--- config.mk ---
export PLATFORM = sky130hd
export DESIGN_NAME = hub75_capture_flat
export DESIGN_NICKNAME = d
export VERILOG_FILES = /design/src/rtl/hub75_capture_pkg.sv /design/src/rtl/hub75_capture_if.sv /design/src/rtl/hub75_sync_edge.sv /design/src/rtl/hub75_capture.sv /design/src/flat_wrapper.sv
export SDC_FILE = /design/constraint.sdc
export NUM_CORES = 2
export LEC_CHECK = 0
export BUFFER_PORTS_ARGS = -buffer_cell sky130_fd_sc_hd__buf_4
export CORE_ASPECT_RATIO = 0.9
export CORE_MARGIN = 2
export CORE_UTILIZATION = 30
export CTS_CLUSTER_SIZE = 28
export DETAILED_ROUTE_END_ITERATION = 7
export PLACE_DENSITY = 0.55
export SYNTH_ARGS = -nofsm -noshare
export SYNTH_HDL_FRONTEND = slang
export SYNTH_HIERARCHICAL = 1
export SYNTH_SLANG_ARGS = --single-unit
--- constraint.sdc ---
create_clock -name clk -period 21.6 [get_ports clk]
set_clock_uncertainty 0.1 [all_clocks]
set_input_delay 0 -clock clk [delete_from_list [all_inputs] [get_ports clk]]
set_output_delay 0 -clock clk [all_outputs]
set_load 0.05 [all_outputs]
--- src/rtl/hub75_capture_pkg.sv ---
// Shared definitions for the HUB75 sink-side capture block.
// Holds the RGB pin-group type, default geometry, the row-address width,
// the panel line indices used by the synchronizer bank, and the FSM encoding.
package hub75_capture_pkg;

  localparam int COLS_DEF  = 64;
  localparam int CNT_W_DEF = 8;
  localparam int ADDR_W    = 4;

  // One pixel as it appears on a colour pin group; packs to {R,G,B}.
  typedef struct packed {
    logic r;
    logic g;
    logic b;
  } hub75_rgb_t;

  // Bit positions of each panel line inside the synchronizer bank.
  localparam int L_B1   = 0;
  localparam int L_G1   = 1;
  localparam int L_R1   = 2;
  localparam int L_B0   = 3;
  localparam int L_G0   = 4;
  localparam int L_R0   = 5;
  localparam int L_A    = 6;
  localparam int L_B    = 7;
  localparam int L_C    = 8;
  localparam int L_D    = 9;
  localparam int L_OE   = 10;
  localparam int L_LAT  = 11;
  localparam int L_HCLK = 12;
  localparam int NLINES = 13;

  localparam logic [0:0] ST_IDLE  = 1'b0;
  localparam logic [0:0] ST_SHIFT = 1'b1;

endpackage

--- src/rtl/hub75_capture_if.sv ---
// Row-delivery bus between the HUB75 capture block and its consumer.
// master: capture side (drives the row image and status, samples row_ready).
// slave : consumer side (drives row_ready, samples everything else).
interface hub75_capture_if #(
  parameter int COLS  = hub75_capture_pkg::COLS_DEF,
  parameter int CNT_W = hub75_capture_pkg::CNT_W_DEF
) ();

  logic                 row_valid;
  logic                 row_ready;
  logic [3:0]           row_addr;
  logic [3*COLS-1:0]    row_top;
  logic [3*COLS-1:0]    row_bot;
  logic                 row_len_err;
  logic [CNT_W-1:0]     oe_on_cycles;
  logic                 frame_start;
  logic                 overrun;

  modport master (
    output row_valid, row_addr, row_top, row_bot, row_len_err,
           oe_on_cycles, frame_start, overrun,
    input  row_ready
  );

  modport slave (
    input  row_valid, row_addr, row_top, row_bot, row_len_err,
           oe_on_cycles, frame_start, overrun,
    output row_ready
  );

endinterface

--- src/rtl/hub75_sync_edge.sv ---
// Two-flop synchronizer for one asynchronous panel line plus a third flop
// for rising-edge detection.
// Ports: clk, rst (async, active-high), d (raw line),
//        q (synchronized level, stage 2), rise (one-cycle rising-edge pulse
//        aligned with q).
module hub75_sync_edge (
  input  logic clk,
  input  logic rst,
  input  logic d,
  output logic q,
  output logic rise
);

  logic sync_p0, sync_p1, sync_p2;

  always_ff @(posedge clk or posedge rst) begin
    if (rst) begin
      sync_p0 <= 1'b0;
      sync_p1 <= 1'b0;
      sync_p2 <= 1'b0;
    end else begin
      // p0/p1: metastability guard; p2: previous level for edge detect
      sync_p0 <= d;
      sync_p1 <= sync_p0;
      sync_p2 <= sync_p1;
    end
  end

  assign q    = sync_p1;
  assign rise = sync_p1 & ~sync_p2;

endmodule

--- src/rtl/hub75_capture.sv ---
// HUB75 panel sink: oversamples the panel lines in the clk domain, rebuilds
// each latched row pair into two 3*COLS-bit images (column c at bits
// [3c+2:3c] = {R,G,B}, first-shifted pixel ends at column COLS-1) and offers
// them on a valid/ready bus together with address, length error, OE-on time,
// frame-start pulse and a sticky overrun flag.
// Ports: clk, rst (async, active-high), hub_clk, A-D, R0/G0/B0, R1/G1/B1,
//        LAT, OE (raw panel lines), row_if (master side of the row bus).
module hub75_capture import hub75_capture_pkg::*; #(
  parameter int COLS  = COLS_DEF,
  parameter int CNT_W = CNT_W_DEF
) (
  input  logic clk,
  input  logic rst,
  input  logic hub_clk,
  input  logic A,
  input  logic B,
  input  logic C,
  input  logic D,
  input  logic R0,
  input  logic G0,
  input  logic B0,
  input  logic R1,
  input  logic G1,
  input  logic B1,
  input  logic LAT,
  input  logic OE,
  hub75_capture_if.master row_if
);

  localparam int W = 3 * COLS;

  function automatic logic [CNT_W-1:0] sat_inc(input logic [CNT_W-1:0] v);
    return (&v) ? v : v + 1'b1;
  endfunction

  logic [NLINES-1:0] lines_raw, lines_s, lines_rise;
  logic              unused_rise;

  assign lines_raw = {hub_clk, LAT, OE, D, C, B, A, R0, G0, B0, R1, G1, B1};

  for (genvar i = 0; i < NLINES; i++) begin : g_sync
    hub75_sync_edge u_sync (
      .clk  (clk),
      .rst  (rst),
      .d    (lines_raw[i]),
      .q    (lines_s[i]),
      .rise (lines_rise[i])
    );
  end

  // Only the shift clock and latch need edges; the other lines are levels.
  assign unused_rise = ^lines_rise[L_OE:0];

  logic                hub_rise, lat_rise, oe_s, accept;
  logic [ADDR_W-1:0]   addr_s;
  hub75_rgb_t          top_px, bot_px;

  assign hub_rise = lines_rise[L_HCLK];
  assign lat_rise = lines_rise[L_LAT];
  assign oe_s     = lines_s[L_OE];
  assign addr_s   = {lines_s[L_D], lines_s[L_C], lines_s[L_B], lines_s[L_A]};
  assign top_px   = '{r: lines_s[L_R0], g: lines_s[L_G0], b: lines_s[L_B0]};
  assign bot_px   = '{r: lines_s[L_R1], g: lines_s[L_G1], b: lines_s[L_B1]};
  assign accept   = !row_if.row_valid || row_if.row_ready;

  logic [W-1:0]     top_sr, bot_sr, top_nxt, bot_nxt;
  logic [CNT_W-1:0] shift_cnt, cnt_nxt, oe_cnt;
  logic [0:0]       state;

  // Shift is folded in ahead of the commit so a coincident edge pair
  // commits the row including that final pixel.
  always_comb begin
    top_nxt = top_sr;
    bot_nxt = bot_sr;
    cnt_nxt = shift_cnt;
    if (hub_rise) begin
      top_nxt = {top_sr[W-4:0], top_px};
      bot_nxt = {bot_sr[W-4:0], bot_px};
      cnt_nxt = sat_inc(shift_cnt);
    end
  end

  // Row assembly stage: shift registers, counters, FSM
  always_ff @(posedge clk or posedge rst) begin
    if (rst) begin
      top_sr    <= '0;
      bot_sr    <= '0;
      shift_cnt <= '0;
      oe_cnt    <= '0;
      state     <= ST_IDLE;
    end else begin
      top_sr    <= top_nxt;
      bot_sr    <= bot_nxt;
      shift_cnt <= lat_rise ? '0 : cnt_nxt;
      if (lat_rise)
        oe_cnt <= '0;
      else if (!oe_s)
        oe_cnt <= sat_inc(oe_cnt);
      case (state)
        ST_IDLE:  if (!lat_rise && hub_rise) state <= ST_SHIFT;
        ST_SHIFT: if (lat_rise) state <= ST_IDLE;
        default:  state <= ST_IDLE;
      endcase
    end
  end

  // Output stage: commit, handshake, status flags
  always_ff @(posedge clk or posedge rst) begin
    if (rst) begin
      row_if.row_valid    <= 1'b0;
      row_if.row_addr     <= '0;
      row_if.row_top      <= '0;
      row_if.row_bot      <= '0;
      row_if.row_len_err  <= 1'b0;
      row_if.oe_on_cycles <= '0;
      row_if.frame_start  <= 1'b0;
      row_if.overrun      <= 1'b0;
    end else begin
      row_if.frame_start <= 1'b0;
      if (lat_rise) begin
        if (accept) begin
          row_if.row_valid    <= 1'b1;
          row_if.row_addr     <= addr_s;
          row_if.row_top      <= top_nxt;
          row_if.row_bot      <= bot_nxt;
          row_if.row_len_err  <= (cnt_nxt != CNT_W'(COLS));
          row_if.oe_on_cycles <= oe_cnt;
          row_if.frame_start  <= (addr_s == '0);
        end else begin
          row_if.overrun <= 1'b1;
        end
      end else if (row_if.row_valid && row_if.row_ready) begin
        row_if.row_valid <= 1'b0;
      end
    end
  end

endmodule

--- src/flat_wrapper.sv ---
// flat-port wrapper written by rule: the top's interface ports become plain ports
module hub75_capture_flat import hub75_capture_pkg::*;
#(
  parameter int COLS  = COLS_DEF,
  parameter int CNT_W = CNT_W_DEF
)
  (clk, rst, hub_clk, A, B, C, D, R0, G0, B0, R1, G1, B1, LAT, OE, row_if_row_valid, row_if_row_addr, row_if_row_top, row_if_row_bot, row_if_row_len_err, row_if_oe_on_cycles, row_if_frame_start, row_if_overrun, row_if_row_ready);
  hub75_capture_if #(.COLS(COLS), .CNT_W(CNT_W)) row_if_i ();
  input  logic clk;
  input  logic rst;
  input  logic hub_clk;
  input  logic A;
  input  logic B;
  input  logic C;
  input  logic D;
  input  logic R0;
  input  logic G0;
  input  logic B0;
  input  logic R1;
  input  logic G1;
  input  logic B1;
  input  logic LAT;
  input  logic OE;
  output wire logic [$bits(row_if_i.row_valid)-1:0] row_if_row_valid;
  output wire logic [$bits(row_if_i.row_addr)-1:0] row_if_row_addr;
  output wire logic [$bits(row_if_i.row_top)-1:0] row_if_row_top;
  output wire logic [$bits(row_if_i.row_bot)-1:0] row_if_row_bot;
  output wire logic [$bits(row_if_i.row_len_err)-1:0] row_if_row_len_err;
  output wire logic [$bits(row_if_i.oe_on_cycles)-1:0] row_if_oe_on_cycles;
  output wire logic [$bits(row_if_i.frame_start)-1:0] row_if_frame_start;
  output wire logic [$bits(row_if_i.overrun)-1:0] row_if_overrun;
  input wire logic [$bits(row_if_i.row_ready)-1:0] row_if_row_ready;
  assign row_if_row_valid = row_if_i.row_valid;
  assign row_if_row_addr = row_if_i.row_addr;
  assign row_if_row_top = row_if_i.row_top;
  assign row_if_row_bot = row_if_i.row_bot;
  assign row_if_row_len_err = row_if_i.row_len_err;
  assign row_if_oe_on_cycles = row_if_i.oe_on_cycles;
  assign row_if_frame_start = row_if_i.frame_start;
  assign row_if_overrun = row_if_i.overrun;
  assign row_if_i.row_ready = row_if_row_ready;
  hub75_capture #(.COLS(COLS), .CNT_W(CNT_W)) u_core (.clk(clk), .rst(rst), .hub_clk(hub_clk), .A(A), .B(B), .C(C), .D(D), .R0(R0), .G0(G0), .B0(B0), .R1(R1), .G1(G1), .B1(B1), .LAT(LAT), .OE(OE), .row_if(row_if_i));
endmodule
Yosys cells after proc, flatten, opt, wreduce, memory -nomap -nowiden
Index checks and enable logic that the tools add are counted.
W data, S select, Z words.
- register bits after elaboration: 828
- bits in latches: 0
- memory bits (writable): 0
- memory bits (read-only): 0
- input port bits: 16
- output and inout bits: 400
- logic and storage cells: 75
- memories: 0
- add/sub/neg operators: 2
- multipliers: 0
- divide/modulo/power cells: 0
- magnitude comparators: 0
- eq/ne operators: 4
- shifts and indexed selects: 0
- multiplexer cells: 13
- bitwise operators: 5
- reductions and logical operators: 11
- operators with widths (cell ; count):
    $mux W192 ; 2
    $mux W8 ; 6
    $add A8 B1 Y8 const B ; 2
    $reduce_and A8 Y1 ; 2
    $ne A8 B7 Y1 const B ; 1
    $reduce_and A2 Y1 ; 4
    $mux W1 ; 5
    $logic_not A4 Y1 ; 1
    $ne A2 B1 Y1 const B ; 2
    $not A1 Y1 ; 3
    $and A1 B1 Y1 ; 2
    $ne A2 B2 Y1 const B ; 1
    $reduce_bool A2 Y1 ; 1
    $logic_and A1 B1 Y1 ; 1
    $logic_not A1 Y1 ; 1
    $logic_or A1 B1 Y1 ; 1

Logic depth before layout (Yosys ltp)
- depth after elaboration: 4
- depth in mapped cells: 8
- gate-level depth less buffers: 6

Hierarchy
Netlist, hierarchy kept.
- modules (own cells, without submodules) (module ; instances ; cells an instance ; area each (um^2) ; seq. area each (um^2)):
    hub75_capture ; 1 ; 1784 ; 30101.4 ; 20019.2
    hub75_sync_edge ; 13 ; 5 ; 92.6 ; 75.1

Worst setup path after synthesis
No wires, ideal clock.
- path kind: register to register
- start point: register u_core.row_if.row_valid
- end point: register u_core.row_if.row_bot[0]
- library setup time: 125 ps
- arrival time: 1668 ps
- data required time: 21375 ps
- slack: 19708 ps
- stages on the path, launching flop included: 7
- path buffers: 3
- clock period less this slack: 1892 ps
- cells stage by stage: dfrtp_1 nand2b_4 and2_1 buf_2 buf_4 buf_4 mux2_2
- longest elaborated chain between the ends: 3
- RTL lines (item ; line ; text):
    start: declaration ; hub75_capture_if.sv:20 ; output row_valid, row_addr, row_top, row_bot, row_len_err,
    start signal: assignment ; hub75_capture.sv:110 ; row_if.row_valid <= 1'b0;
    start signal: assignment ; hub75_capture.sv:122 ; row_if.row_valid <= 1'b1;
    start signal: assignment ; hub75_capture.sv:133 ; row_if.row_valid <= 1'b0;
    $logic_not A1 Y1 ; hub75_capture.sv:64 ; assign accept = !row_if.row_valid || row_if.row_ready;
    $logic_or A1 B1 Y1 ; hub75_capture.sv:64 ;
    $reduce_and A2 Y1 (no source line) ; n/a ;
    end signal: assignment ; hub75_capture.sv:125 ; row_if.row_bot <= bot_nxt;
    end: declaration ; hub75_capture_if.sv:20 ;
Every way passes these cells.
A chain may end at the register's enable or synchronous reset.

Worst setup path after layout
- start point: register u_core.g_sync[11].u_sync.sync_p2
- end point: register u_core.row_if.row_bot[122]
- longest elaborated chain between the ends: 3
- RTL lines (item ; line ; text):
    start: declaration ; hub75_sync_edge.sv:14 ; logic sync_p0, sync_p1, sync_p2;
    start signal: assignment ; hub75_sync_edge.sv:25 ; sync_p2 <= sync_p1;
    $not A1 Y1 ; hub75_sync_edge.sv:30 ; assign rise = sync_p1 & ~sync_p2;
    $and A1 B1 Y1 ; hub75_sync_edge.sv:30 ;
    net u_core.lat_rise ; hub75_capture.sv:54 ; logic hub_rise, lat_rise, oe_s, accept;
    $reduce_and A2 Y1 (no source line) ; n/a ;
The timed path passes the listed nets, and every way through them passes these cells.

==> run metrics <==
RSZ-0062 raised after global routing no; final worst-path cycle share 22.0%; Reg2Reg Capture Point u_core/row_if.row_bot[122]; die width 342 microns; Sink Count 828; CP Capture Type flip-flop; cts repair resizes 0; initial antenna violation count 2; register area 20,700 sq um; Sw Pwr 0.00119 W; Mean Syn Cell Area 16.9 sq um; Via density 4.37; hpwl dp 44.9 mm; design area 38,500 sq um; Area after DPL 35,100 sq um; CTS buffer count 89; max cap viols 0; GRT Total Usage 12.6%; DRT antenna net count 0; largest net degree at the start of global routing 169; drt initial violations 651; YS warnings 6; GRT overflow 0; Clock Path Buffers 3; CP max stage delay 0.90 ns; drt wl/cell 18.0 microns; cells after synthesis 1,827; first-pass GRT wire length 105 mm; Post-Layout Cell Count 3,714; placer's final routability congestion estimate 0.744; CP arrival 5.19 ns; status complete, no violations; share of post-route cells with drive strength above 1 57.4%; Starting Density 30.3%; Core Region 102,000 sq um; Clock H-tree levels 3; power share of the sequential group 44.3%; slowest CP cell and2_4; leakage power 19.4 nW; Multi-input gate area 9350 sq um; Reg2Reg Depth 6; mapped cell area 30,900 sq um; Hold Vio Cnt, Final 0; Logic pwr share 17.7%; nets 2,308; Worst slew margin 23.1%; Sum Neg Setup Slack 0 ns; Sw Share 29.1%; Die ar. 106,000 sq um; worst-path maximum fanout 72; IO Port Bufs 415; Worst Setup EP u_core/row_if.row_bot[122]; area grow syn2layout 24.5%; postcts setup bufs 0; DR pass1 iterations 4; Die Y 308 microns; worst hold path type in -> reg; Worst Tran Pin Value 1.15 ns; VDD IR max 0.107 mV; Cells after DPL 3,525; Req. time, crit path 22.03 ns; Routed Wire Length 66.9 mm; Internal 0.00290 W; # fillers 9,603; clock share of power 38.0%; vias in the first global route 17.9k; reg2reg start u_core/g_sync[11].u_sync/sync_p2; total power 0.00409 W; crit path from u_core/g_sync[11].u_sync/sync_p2; Post-CTS Hold Fix Bufs 30; row cnt 111; Power Density 106 nW/um^2; Max Freq 210 MHz; via count 16.2k; I/O pin count 416; drt drc 0; Syn Nets 1,845; CTS tree yes; CP Launch Type flip-flop; Crit Path Category reg -> reg; most frequent CP cell buf_4; # setup viols final 0; worst-path cell chain nor2b_4 > and2_4 > buf_4 > buf_4 > buf_4 > mux2_2; r2r setup slk 16.84 ns; Max Slew Vio Count 0; worst skew pair latency 0.67 ns; Antenna diodes 0; clock transition at the registers of the reported paths 0.06 ns; Root Buffer clkbuf_16; Tmin final 4.76 ns
## per-stage QoR
step	worst slack, ns	hold WS, ns	util, %
after floorplan	10.52	-0.359	-
after global placement	16.85	-0.103	34.4
after detailed placement	16.83	-0.0967	34.4
after CTS	16.80	0.0536	37.7
after global routing	16.53	0.0756	37.7
final	16.84	0.114	37.7
## power groups by stage
stage               clock (W)  sequential (W)  combinational [W]
floorplan                   0         0.00210           0.000244
global placement            0         0.00184           0.000721
detailed placement          0         0.00184           0.000728
CTS                   0.00161         0.00182           0.000734
global route          0.00167         0.00184           0.000764
finish                0.00155         0.00181           0.000724
## layout by cell type, fill, tap and decap left out, types with 2 or more instances in the layout
cell type and count:
mux2i_1 3, nand4_1 3, nand2_1 45, and3_1 2, clkinvlp_4 5, dfrtp_1 828, bufinv_16 5, nor3_1 2
dlygate4sd3_1 30, inv_16 5, xnor2_1 4, clkbuf_16 90, nand3_1 6, clkbuf_8 27, nor3b_1 2, buf_12 2
inv_1 15, clkinv_2 9, or3_1 2, nor2_1 18, a21oi_1 4, clkbuf_1 17, nor2b_4 2, mux2_2 768
and2_1 2, buf_4 433, ha_1 2, and4_1 3, xor2_1 6
## metal layers
layer  up-vias  track usage [%]  share of wire [%]
li1       7354                -                  -
met4         0             4.35                2.7
met5         -                0                  0
met2       307             21.0                 50
met3        99             4.35                6.6
met1      8458             15.2                 41
## worst min-delay path by stage
stage / startpoint / end / slack (ns) / cells after the start
3_3_place_gp: rst / u_core/g_sync[6].u_sync/sync_p0 / -0.10 / 2
2_1_floorplan: rst / u_core/g_sync[0].u_sync/q / -0.36 / 1
5_1_grt: row_if_row_ready / u_core/row_if.row_valid / 0.08 / 4
4_1_cts: row_if_row_ready / u_core/row_if.row_valid / 0.05 / 4
3_5_place_dp: rst / u_core/g_sync[6].u_sync/sync_p0 / -0.1 / 2
6_report: row_if_row_ready / u_core/row_if.row_valid / 0.11 / 4
## critical path, delay by kind of cell (launching register included)
family / cells / cell delay (ns)
buffers and inverters: 3 / 2.22
DFF: 1 / 0.39
muxes: 1 / 0.42
and+or+nand+nor: 2 / 1.27
## layout make-up
type | instances | area share (%)
clock buffer | 134 | 6.99
tap | 1356 | 4.41
multi-input combinational | 890 | 24.3
timing repair buffer | 465 | 9.34
sequential | 828 | 53.9
inverter | 16 | 0.166
clock inverter | 25 | 0.911
## state kept, by name, indices dropped and copies added (netlist names)
name and flops:
u_core/row_if.row_bot 192, u_core/g_sync.u_sync/sync_p0 13, u_core/bot_sr 192, u_core/oe_cnt 8
u_core/row_if.row_top 192, u_core/row_if.frame_start 1, u_core/row_if.row_addr 4, u_core/row_if.row_valid 1
u_core/top_sr 192, u_core/g_sync.u_sync/sync_p2 2, u_core/g_sync.u_sync/q 13, u_core/row_if.row_len_err 1
u_core/row_if.oe_on_cycles 8, u_core/row_if.overrun 1, u_core/shift_cnt 8
No activity file was read; power rests on OpenSTA's default activity.
